**config.mk**
```make
export PLATFORM = sky130hd
export DESIGN_NAME = ldm_seq
export DESIGN_NICKNAME = d
export VERILOG_FILES = /design/src/rtl/ldm_seq.sv
export SDC_FILE = /design/constraint.sdc
export NUM_CORES = 1
export LEC_CHECK = 0
export ABC_CLOCK_PERIOD_IN_PS = 14700
export BUFFER_PORTS_ARGS = -buffer_cell sky130_fd_sc_hd__buf_2
export CORE_UTILIZATION = 34
export DETAILED_ROUTE_END_ITERATION = 12
export SYNTH_ARGS = -nofsm -noshare
export SYNTH_HDL_FRONTEND = slang
export SYNTH_SLANG_ARGS = --single-unit
```
**constraint.sdc**
```tcl
create_clock -name clk -period 14.7 [get_ports clk]
set_clock_uncertainty 0.15 [all_clocks]
set_input_delay 2.94 -clock clk [delete_from_list [all_inputs] [get_ports clk]]
set_output_delay 2.94 -clock clk [all_outputs]
set_load 0.05 [all_outputs]
```
**src/rtl/ldm_seq.sv**
```systemverilog
// LDM/STM micro-op sequencer: walks a 16-bit register list lowest-first,
// emitting one address per accepted transfer, then an optional base writeback.
module ldm_seq #(
  parameter int AW = 32
) (
  input  logic          clk,
  input  logic          reset,
  input  logic          start,
  input  logic [15:0]   reglist,
  input  logic [AW-1:0] base,
  input  logic          pre,
  input  logic          up,
  input  logic          wb,
  input  logic          load,
  input  logic          mem_ready,
  output logic          stall,
  output logic          uop_valid,
  output logic [3:0]    uop_reg,
  output logic [AW-1:0] uop_addr,
  output logic          uop_load,
  output logic          uop_last,
  output logic          wb_valid,
  output logic [AW-1:0] wb_addr
);

  typedef enum logic [1:0] {IDLE, XFER, WB} state_t;

  state_t        state, state_nx;
  logic [15:0]   pend;
  logic [AW-1:0] addr, fin_addr;
  logic          load_q, wb_q;

  logic [4:0]    cnt;
  logic [AW-1:0] off, addr_init, fin_init;
  logic [3:0]    idx;
  logic          last;

  // Start/final addresses from the incoming list; all arithmetic wraps mod 2^AW.
  always_comb begin
    cnt = '0;
    for (int i = 0; i < 16; i++) cnt = cnt + 5'(reglist[i]);
    off = AW'({cnt, 2'b00});
    case ({pre, up})
      2'b01:   addr_init = base;
      2'b11:   addr_init = base + AW'(4);
      2'b00:   addr_init = base - off + AW'(4);
      default: addr_init = base - off;
    endcase
    fin_init = up ? base + off : base - off;
  end

  // Lowest pending register goes first, so it lands at the lowest address.
  always_comb begin
    idx = '0;
    for (int i = 15; i >= 0; i--) if (pend[i]) idx = 4'(i);
    last = (pend != '0) && ((pend & (pend - 16'd1)) == '0);
  end

  always_comb begin
    state_nx = state;
    case (state)
      IDLE: if (start) begin
              if (reglist != '0) state_nx = XFER;
              else if (wb)       state_nx = WB;
            end
      XFER: if (mem_ready && last) state_nx = wb_q ? WB : IDLE;
      WB:   state_nx = IDLE;
      default: state_nx = IDLE;
    endcase
  end

  // Outputs are decoded from state so they read zero outside their phase.
  always_comb begin
    stall     = (state != IDLE);
    uop_valid = 1'b0;
    uop_reg   = '0;
    uop_addr  = '0;
    uop_load  = 1'b0;
    uop_last  = 1'b0;
    wb_valid  = 1'b0;
    wb_addr   = '0;
    if (state == XFER) begin
      uop_valid = 1'b1;
      uop_reg   = idx;
      uop_addr  = addr;
      uop_load  = load_q;
      uop_last  = last;
    end
    if (state == WB) begin
      wb_valid = 1'b1;
      wb_addr  = fin_addr;
    end
  end

  always_ff @(posedge clk) begin
    if (reset) begin
      state    <= IDLE;
      pend     <= '0;
      addr     <= '0;
      fin_addr <= '0;
      load_q   <= 1'b0;
      wb_q     <= 1'b0;
    end else begin
      state <= state_nx;
      case (state)
        IDLE: if (start) begin
                pend     <= reglist;
                addr     <= addr_init;
                fin_addr <= fin_init;
                load_q   <= load;
                wb_q     <= wb;
              end
        XFER: if (mem_ready) begin
                pend <= pend & (pend - 16'd1);
                addr <= addr + AW'(4);
              end
        default: ;
      endcase
    end
  end

endmodule

```
==> results of run 1 <==
==> metal layers <==
metal / wire [um] / vias up / GRT usage, %
met1: 15100 / 4405 / 34.3
met4: 339 / 0 / 5.10
met2: 12800 / 322 / 32.8
met3: 1930 / 24 / 3.24
met5: 0 / - / 0
li1: - / 4614 / -
==> metrics by stage <==
step	setup slack, ns	cells	hold slack (ns)	power, W	cell area [sq um]
global placement	5.11	1637	0.286	0.000879	9390
CTS	5.31	1653	0.304	0.00115	9720
finish	5.29	1653	0.301	0.00115	9720
detailed placement	4.97	1637	0.292	0.000883	9390
global route	4.96	1653	0.317	0.00123	9720
floorplan	5.68	1273	0.277	0.000741	8730
==> final timing paths <==
kind / cells after the start / slack [ns] / end
worst min register to register: 2 / 0.30 / load_q
worst max register to register: 10 / 11.05 / addr[16]
worst min-delay path: 2 / 0.30 / load_q
worst max-delay path: 19 / 5.29 / addr[21]
==> sequential cells by signal (all words and copies together), names as in the netlist <==
name      count
load_q        1
fin_addr     32
wb_q          1
addr         32
state         2
pend         16
==> kinds of logic after synthesis <==
logic type               share of synthesized area [%]
AND/OR/NAND/NOR                                   31.9
AO/OA/AOI/OAI                                     24.7
XOR/XNOR                                          9.13
multiplexers                                     0.817
flip-flops                                        19.3
adder cells (fa/ha/maj)                           6.25
buffers and inverters                             7.94
==> where the power goes <==
part | leakage [nW] | internal (W) | switching [W]
clock | 0.159 | 0.000152 | 0.000107
combinational | 2.98 | 0.000224 | 0.000386
sequential | 0.691 | 0.000252 | 0.0000248
total | 3.83 | 0.000628 | 0.000518
==> synthesized netlist by cell type, types with 7 or more instances <==
library cell and number:
a21oi_1 112, a211oi_1 16, clkbuf_1 82, inv_1 48
nor3_1 54, ha_1 22, a21o_1 17, dfxtp_1 84
and3_1 14, o21bai_1 8, nor2_1 115, nand3_1 38
o211ai_1 7, xor2_1 35, o21ai_0 73, and2_1 70
nand2_1 148, or4_1 11, or3_1 9, nor4_1 28
nand4_1 24, xnor2_1 56, a22oi_1 17, a31oi_1 18
fa_1 12, o22ai_1 11
==> critical path: stages <==
cell and delay, ns:
buf_2 0.08, inv_1 0.06, fa_1 0.57, fa_1 0.46, fa_1 0.53, fa_1 0.50, inv_1 0.04, ha_1 0.21
fa_1 0.55, fa_1 0.48, or2_2 0.33, a211oi_2 0.53, nor2_1 0.34, a31oi_1 0.24, o221ai_1 0.37, or4_1 0.53
or3b_1 0.41, xnor2_1 0.18, o32ai_1 0.09
==> final cells by class <==
type | count | share of cell area (%)
inverter | 50 | 1.93
clock buffer | 9 | 2.32
sequential | 84 | 17.3
timing repair buffer | 141 | 7.60
clock inverter | 7 | 1.08
tap | 330 | 4.25
multi-input combinational | 1032 | 65.5
==> key figures, run 1 <==
Synth
  • Syn Nets: 1363
  • Post-synth top area cell: dfxtp_1
  • Seq/Total Area, Yosys: 19.3%
  • Synth top area share: 19.3%
  • Yosys reg bits: 84
  • Primary FF master, synth: dfxtp_1
  • Mapped Cells: 1273
  • Post-synth ARST share: 0%
  • Netlist cell types: 82
  • Synth area leaders: dfxtp_1 (19%), a21oi_1 (6.4%), nand2_1 (6.4%)
  • Yosys warning total: 0
  • Cell Area, Synth: 8730 sq um
  • Synthesized area per cell: 6.86 sq um
  • Post-synth EDFFs: 0

Place
  • Gpl congestion: 0.933
  • Detailed placer's ending HPWL: 21900 um
  • PortBufs: 128

Floorplanning
  • Initial core utilization: 34.7%
  • DIE AREA: 26300 sq um
  • # rows: 58
  • I/O pin total: 129
  • Placeable Area: 25200 sq um
  • Die Width: 162 um
  • Die Y: 162 um

Min path
  • Min-delay src: load_q
  • HP Class: reg -> reg

Drt
  • DR vias: 9365
  • Post-DR wirelength/cell: 18.3 um
  • DR pass1 iterations: 5
  • Initial DRC count: 772
  • Vias per cell: 5.67
  • Antenna Violating Nets Remaining: 0
  • DRC: 0
  • Final WL: 30200 um

Setup path
  • Reg2reg start: state[1]
  • Crit-path max FO: 11
  • Critical path startpoint category: input pin
  • CP required: 14.75 ns
  • CP endpoint kind: flip-flop
  • CP startpoint: reglist[0]
  • Arrival time worst endpoint: 9.46 ns
  • Worst Path Class, Setup: in -> reg

Status
  • Outcome: complete, no violations

Cells and area
  • Commonest non-fill, non-tap cells in the layout: nand2_1 (148), buf_2 (128), nor2_1 (115), a21oi_1 (112), dfxtp_1 (84)
  • Final core utilization: 38.6%
  • Antenna diode count: 0
  • Share of layout cells above drive strength 1: 13.8%
  • Commonest non-fill, non-tap cell in the layout: nand2_1
  • Sequential Area: 1680 sq um
  • Fillers: 2725
  • Final #Nets: 1408
  • Area Growth Syn to Fin: 11.3%
  • Area of the multi-input gates: 6360 sq um

Global route
  • Global route total overflow: 0
  • Pin count of the biggest net entering global routing: 87
  • Vias in the first global route: 8379
  • Initial antenna violation count: 0
  • Wire length of the first global-routing pass: 47400 um
  • Gr usage total: 22.5%

STA
  • Final critical-path share of the clock period: 64.0%
  • Actual slew at the worst max-slew pin: 1.13 ns
  • Final setup fails: 0
  • Setup TNS: 0 ns
  • Final Hold Viols: 0
  • Minimum clock period: 9.41 ns
  • Slew Viols, Final: 0
  • RSZ-0062 raised after global routing: no
  • Slew HR: 23.9%
  • Max Clock Freq: 0.106 GHz

Clock network
  • Root Buffer: clkbuf_16
  • CTS tree: built
  • CTS Buf Count: 9
  • CTS clk-pin slew, worst paths: 0.07 ns
  • Worst-Skew Late Latency: 0.35 ns
  • Post-CTS Setup Inserts: 0
  • Post-CTS resize count: 0
  • H-tree depth: 3
  • Clock Path Buffers: 2
  • CTS Hold Bufs: 0
  • CTS sink cnt: 84

Power and ir drop
  • Static Leak: 3.83 nW
  • Pwr/cell area: 118 nW/um^2
  • IR drop worst, VDD: 0.0687 mV

Run
  • MaxCap Viol Count: 0
Note: power is estimated with default switching activity, not from simulation.
==> inputs of run 2 (changes only) <==
ABC_CLOCK_PERIOD_IN_PS = 7690   (was 14700)
clock period = 7.69 ns   (was 14.7 ns; I/O delays follow)
==> key figures, run 2 (same netlist as run 1, synthesis figures left out) <==
Drt
  • DR pass1 iterations: 5 (unchanged)
  • Antenna Violating Nets Remaining: 0 (unchanged)
  • Post-DR wirelength/cell: 17.7 um (was 18.3 um)
  • Initial DRC count: 784 (was 772)
  • DR vias: 9616 (was 9365)
  • Vias per cell: 5.61 (was 5.67)
  • DRC: 0 (unchanged)
  • Final WL: 30400 um (was 30200 um)

Power and ir drop
  • Pwr/cell area: 233 nW/um^2 (was 118 nW/um^2)
  • Static Leak: 4.14 nW (was 3.83 nW)
  • IR drop worst, VDD: 0.148 mV (was 0.0687 mV)

Global route
  • Vias in the first global route: 8897 (was 8379)
  • M2 GR Usage: 33.9% (was 32.8%)
  • Global route total overflow: 0 (unchanged)
  • Pin count of the biggest net entering global routing: 87 (unchanged)
  • Gr usage total: 23.1% (was 22.5%)
  • GRT met1 Usage: 34.4% (was 34.3%)
  • Met3 Usage GRT: 3.73% (was 3.24%)
  • Initial antenna violation count: 0 (unchanged)
  • Gr busiest metal: met1 (unchanged)
  • Wire length of the first global-routing pass: 48800 um (was 47400 um)

Floorplanning
  • Die Width: 162 um (unchanged)
  • Die Y: 162 um (unchanged)
  • I/O pin total: 129 (unchanged)
  • Initial core utilization: 34.7% (unchanged)
  • Placeable Area: 25200 sq um (unchanged)
  • # rows: 58 (unchanged)
  • DIE AREA: 26300 sq um (unchanged)

Setup path
  • CP cell instances: buf_2, inv_1, fa_1, fa_1, fa_1, fa_1, inv_1, ha_1, fa_1, a21o_1, and2_1, ha_1, or4_1, a21boi_0, o211a_1, o221ai_2, buf_4, or4_1, nor3_1, nor3b_2, o21a_1 (was buf_2, inv_1, fa_1, fa_1, fa_1, fa_1, inv_1, ha_1, fa_1, fa_1, or2_2, a211oi_2, nor2_1, a31oi_1, o221ai_1, or4_1, or3b_1, xnor2_1, o32ai_1)
  • Highest-delay cell along the critical path: or4_1 (was fa_1)
  • CP max stage delay: 0.66 ns (was 0.57 ns)
  • R2r endpoint: addr[24] (was addr[16])
  • Worst Path Class, Setup: in -> reg (unchanged)
  • Most used cell, CP: fa_1 (unchanged)
  • CP required: 7.80 ns (was 14.75 ns)
  • CP bufs+invs: 4 (was 3)
  • Cell family with most CP delay: adder cells (unchanged)
  • CP endpoint kind: flip-flop (unchanged)
  • Reg2reg start: state[1] (unchanged)
  • Reg-to-reg slack, setup: 3.87 ns (was 11.05 ns)
  • Worst r2r path cells: 11 (was 10)
  • Crit-path max FO: 10 (was 11)
  • Arrival time worst endpoint: 7.59 ns (was 9.46 ns)
  • Critical path startpoint category: input pin (unchanged)

Cells and area
  • Commonest non-fill, non-tap cell in the layout: nand2_1 (unchanged)
  • Post-route insts no fill: 1714 (was 1653)
  • Antenna diode count: 0 (unchanged)
  • Largest registers: addr x32, fin_addr x32, pend x16 (unchanged)
  • Post-route cell area: 10200 sq um (was 9720 sq um)
  • Final #Nets: 1469 (was 1408)
  • Share of layout cells above drive strength 1: 17.8% (was 13.8%)
  • Commonest non-fill, non-tap cells in the layout: nand2_1 (148), buf_2 (128), nor2_1 (115), a21oi_1 (112), dfxtp_1 (84) (unchanged)
  • Area Growth Syn to Fin: 16.8% (was 11.3%)

STA
  • Minimum clock period: 7.48 ns
  • Max Clock Freq: 0.134 GHz
  • Actual slew at the worst max-slew pin: 1.10 ns (was 1.13 ns)
  • Slew HR: 25.9% (was 23.9%)
  • Slew Viols, Final: 0 (unchanged)
  • Final setup fails: 0 (unchanged)
  • Final WS setup: 0.209 ns (was 5.29 ns)
  • Final Hold Viols: 0 (unchanged)
  • Final critical-path share of the clock period: 97.3%

Min path
  • Worst Hold End: fin_addr[27] (was load_q)
  • HP Class: reg -> reg (unchanged)
  • Worst Hold Depth: 2 (unchanged)
  • Min-delay src: fin_addr[27] (was load_q)

Clock network
  • Root Buffer: clkbuf_16 (unchanged)
  • H-tree depth: 3 (unchanged)
  • Post-CTS Setup Inserts: 0 (unchanged)
  • CTS clk-pin slew, worst paths: 0.07 ns (about the same)
  • CTS sink cnt: 84 (unchanged)
  • CTS Buf Count: 9 (unchanged)
  • Clock Path Buffers: 2 (unchanged)
  • Worst-Skew Late Latency: 0.37 ns (was 0.35 ns)
  • CTS tree: built (unchanged)

Place
  • Detailed placer's ending HPWL: 22400 um (was 21900 um)
  • Dpl cells: 1698 (was 1637)
  • PortBufs: 128 (unchanged)
  • Pre-CTS setup slack: -0.0510 ns (was 4.97 ns)
  • Gpl congestion: 0.924 (was 0.933)
  • DP Area: 9840 sq um (was 9390 sq um)

Status
  • Outcome: complete, no violations (unchanged)

Run
  • MaxCap Viol Count: 0 (unchanged)
[run 2: power breakdown]
| group | leakage (nW) | total, W | switching (W) | internal [W] |
|---|---|---|---|---|
| sequential | 0.691 | 0.000528 | 0.0000467 | 0.000482 |
| clock | 0.163 | 0.000504 | 0.000213 | 0.000291 |
| combinational | 3.28 | 0.00134 | 0.000773 | 0.000566 |
| total | 4.14 | 0.00237 | 0.00103 | 0.00134 |
[run 2: timing repair]
action,4_1_cts,5_1_grt
setup endpoints to repair,0,6
hold buffers,0,0
gates resized for setup,0,5
[run 2: cell type report]
type	instances	area, sq um
Clock buffer	9	225
Clock inverter	7	106
Fill cell	2651	15000
Inverter	50	188
Multi-Input combinational cell	1032	6380
Sequential cell	84	1680
Tap cell	330	413
Timing Repair Buffer	202	1200
[run 2: worst max-delay path by stage]
stage | startpoint | endpoint | slack, ns | depth (start not counted)
after floorplan | reglist[0] | addr[21] | 0.07 | 21
after global placement | reglist[0] | addr[20] | 0.03 | 21
after detailed placement | reglist[0] | addr[20] | -0.05 | 21
after CTS | reglist[0] | addr[20] | 0.28 | 21
after global routing | reglist[5] | addr[15] | -0.09 | 24
final | reglist[0] | addr[24] | 0.21 | 21
[run 2: per-stage QoR]
step | TNS, ns | hold slack (ns) | util [%] | total power, W
global route | -0.211 | 0.320 | 40.5 | 0.00255
global placement | 0 | 0.284 | 39.1 | 0.00185
CTS | 0 | 0.300 | 40.4 | 0.00238
detailed placement | -0.112 | 0.291 | 39.1 | 0.00186
floorplan | 0 | 0.277 | - | 0.00142
finish | 0 | 0.295 | 40.5 | 0.00237
[run 2: worst register-to-register path, delay by kind of cell (launching register included)]
| kind | cells | cell delay, ns |
|---|---|---|
| compound gates | 2 | 0.52 |
| flops | 1 | 0.32 |
| simple gates | 6 | 1.44 |
| buf+inv | 3 | 1.36 |
[run 2: routing by layer]
| layer | share of wire, % | routed length (um) | up-vias |
|---|---|---|---|
| li1 | - | - | 4731 |
| met1 | 50 | 15100 | 4518 |
| met2 | 42 | 12900 | 333 |
| met3 | 6.1 | 1870 | 34 |
| met4 | 1.8 | 535 | 0 |
| met5 | 0 | 0 | - |
==> inputs of run 3 (changes only) <==
==> constraint.sdc (replaced) <==
create_clock -name clk -period 7.69 [get_ports clk]
set_clock_uncertainty 0.15 [all_clocks]
set_input_delay 1.9225 -clock clk [delete_from_list [all_inputs] [get_ports clk]]
set_output_delay 1.9225 -clock clk [all_outputs]
set_load 0.05 [all_outputs]
==> key figures, run 3 (same netlist as run 1, synthesis figures left out) <==
Status
  • Outcome: complete, no violations (unchanged)

STA
  • Final critical-path share of the clock period: 98.0% (was 97.3%)
  • Max Clock Freq: 0.133 GHz (was 0.134 GHz)
  • Final Hold Viols: 0 (unchanged)
  • Slew HR: 23.7% (was 25.9%)
  • Actual slew at the worst max-slew pin: 1.13 ns (was 1.10 ns)
  • Minimum clock period: 7.54 ns (was 7.48 ns)
  • Setup TNS: 0 ns (unchanged)
  • Final setup fails: 0 (unchanged)
  • Slew Viols, Final: 0 (unchanged)

Floorplanning
  • Die Y: 162 um (unchanged)
  • # rows: 58 (unchanged)
  • DIE AREA: 26300 sq um (unchanged)
  • Placeable Area: 25200 sq um (unchanged)
  • Die Width: 162 um (unchanged)
  • I/O pin total: 129 (unchanged)
  • Initial core utilization: 34.7% (unchanged)

Drt
  • DR vias: 9875 (was 9616)
  • Initial DRC count: 883 (was 784)
  • Post-DR wirelength/cell: 18.0 um (was 17.7 um)
  • Final WL: 31700 um (was 30400 um)
  • Metal3 WL: 2010 um (was 1870 um)
  • DRC: 0 (unchanged)
  • Metal1 wirelength: 15500 um (was 15100 um)
  • Top layer in use: met4 (unchanged)
  • WL met2: 13600 um (was 12900 um)
  • DR pass1 iterations: 6 (was 5)
  • Antenna Violating Nets Remaining: 0 (unchanged)
  • Vias per cell: 5.62 (was 5.61)

Min path
  • Worst Hold Depth: 2 (unchanged)
  • HP Class: reg -> reg (unchanged)

Global route
  • Pin count of the biggest net entering global routing: 87 (unchanged)
  • Wire length of the first global-routing pass: 49900 um (was 48800 um)
  • Gr usage total: 23.6% (was 23.1%)
  • Vias in the first global route: 8978 (was 8897)
  • Initial antenna violation count: 0 (unchanged)
  • Global route total overflow: 0 (unchanged)

Setup path
  • Worst Path Class, Setup: in -> reg (unchanged)
  • Crit-path max FO: 3 (was 10)
  • CP required: 7.74 ns (was 7.80 ns)
  • Arrival time worst endpoint: 7.59 ns (about the same)
  • Highest-delay cell along the critical path: fa_2 (was or4_1)
  • Worst Setup EP: addr[21] (was addr[24])
  • Most used cell, CP: fa_1 (unchanged)
  • Reg2reg start: state[1] (unchanged)
  • Reg-to-reg slack, setup: 4.53 ns (was 3.87 ns)
  • CP max stage delay: 0.59 ns (was 0.66 ns)
  • CP cell instances: buf_2, inv_1, fa_1, fa_1, fa_2, fa_1, inv_2, ha_4, fa_2, ha_4, o21ba_4, or4_4, nand2_4, xor2_1, o31a_1, or4_4, or3b_1, xnor2_1, o32ai_1 (was buf_2, inv_1, fa_1, fa_1, fa_1, fa_1, inv_1, ha_1, fa_1, a21o_1, and2_1, ha_1, or4_1, a21boi_0, o211a_1, o221ai_2, buf_4, or4_1, nor3_1, nor3b_2, o21a_1)
  • Critical path startpoint category: input pin (unchanged)
  • Worst r2r path cells: 11 (unchanged)
  • CP endpoint kind: flip-flop (unchanged)
  • R2r endpoint: addr[24] (unchanged)
  • CP startpoint: reglist[9] (was reglist[0])

Cells and area
  • Final core utilization: 42.6% (was 40.5%)
  • Antenna diode count: 0 (unchanged)
  • Commonest non-fill, non-tap cells in the layout: nand2_1 (147), buf_2 (129), buf_4 (113), nor2_1 (111), a21oi_1 (110) (was nand2_1 (148), buf_2 (128), nor2_1 (115), a21oi_1 (112), dfxtp_1 (84))
  • Share of layout cells above drive strength 1: 23.0% (was 17.8%)
  • Commonest non-fill, non-tap cell in the layout: nand2_1 (unchanged)
  • Largest registers: addr x32, fin_addr x32, pend x16 (unchanged)
  • Area Growth Syn to Fin: 22.8% (was 16.8%)
  • Final #Nets: 1512 (was 1469)
  • Post-route insts no fill: 1757 (was 1714)

Clock network
  • CTS sink cnt: 84 (unchanged)
  • Worst-Skew Late Latency: 0.36 ns (was 0.37 ns)
  • CTS Buf Count: 9 (unchanged)
  • Clock Path Buffers: 2 (unchanged)
  • Root Buffer: clkbuf_16 (unchanged)
  • CTS clk-pin slew, worst paths: 0.08 ns (was 0.07 ns)
  • CTS Hold Bufs: 0 (unchanged)
  • CTS tree: built (unchanged)
  • H-tree depth: 3 (unchanged)

Power and ir drop
  • Clock power frac: 17.1% (was 21.2%)
  • Internal power: 0.00143 W (was 0.00134 W)
  • IR drop worst, VDD: 0.169 mV (was 0.148 mV)
  • Design Power: 0.00257 W (was 0.00237 W)
  • Flop pwr share: 20.6% (was 22.3%)
  • Switch share: 44.4% (was 43.6%)
  • Switch Pwr: 0.00114 W (was 0.00103 W)
  • Static Leak: 4.35 nW (was 4.14 nW)
  • Gate power share: 62.3% (was 56.5%)
  • Pwr/cell area: 240 nW/um^2 (was 233 nW/um^2)

Place
  • Detailed placer's ending HPWL: 23100 um (was 22400 um)
  • Dpl cells: 1735 (was 1698)
  • PortBufs: 128 (unchanged)
  • Gpl congestion: 0.944 (was 0.924)

Run
  • MaxCap Viol Count: 0 (unchanged)
==> run 3: per-stage QoR <==
stage               cell area [sq um]  hold slack (ns)  setup slack [ns]
floorplan                        8810            0.277           -0.0307
global placement                10200            0.286            -0.274
detailed placement              10200            0.292            -0.369
CTS                             10500            0.303            0.0410
global route                    10700            0.322           -0.0273
finish                          10700            0.304             0.152
==> run 3: per-layer routing <==
metal	vias up	GRT usage (%)
li1	4827	-
met1	4645	35.5
met3	41	3.52
met4	0	6.00
met5	-	0
met2	362	34.5
==> run 3: worst max-delay path, delay by kind of cell <==
kind,cells,cell delay (ns)
buf+inv,3,0.19
fa+ha+maj,7,3.07
compound gates,3,0.61
xor+xnor,2,0.22
simple gates,4,1.57
==> run 3: cell type report <==
class | instances | area, sq um
fillers | 2630 | 14500
clock buffers | 9 | 225
flip-flops and latches | 84 | 1680
clock inverters | 7 | 56.3
inverters | 50 | 188
well taps | 330 | 413
multi-input cells | 1032 | 6630
repair buffers | 245 | 1530
==> run 3: power by group through the flow <==
| stage | registers (W) | logic [W] | clock network (W) |
|---|---|---|---|
| 6_report | 0.000530 | 0.00160 | 0.000440 |
| 5_1_grt | 0.000538 | 0.00175 | 0.000463 |
| 4_1_cts | 0.000529 | 0.00148 | 0.000444 |
| 3_5_place_dp | 0.000538 | 0.00147 | 0 |
| 3_3_place_gp | 0.000538 | 0.00145 | 0 |
| 2_1_floorplan | 0.000518 | 0.000952 | 0 |
==> run 3: what timing repair did <==
item,CTS,global route
pin swaps,0,20
resized for setup,1,47
gates cloned,0,1
setup buffers,0,6
endpoints found under the setup margin,1,16
endpoints found under the hold margin,0,0
==> run 3: worst min path at each step <==
stage               slack [ns]         start      endpoint
finish                    0.30  fin_addr[27]  fin_addr[27]
global route              0.32   fin_addr[1]   fin_addr[1]
CTS                       0.30  fin_addr[27]  fin_addr[27]
detailed placement        0.29  fin_addr[27]  fin_addr[27]
global placement          0.29  fin_addr[20]  fin_addr[20]
floorplan                 0.28  fin_addr[10]  fin_addr[10]
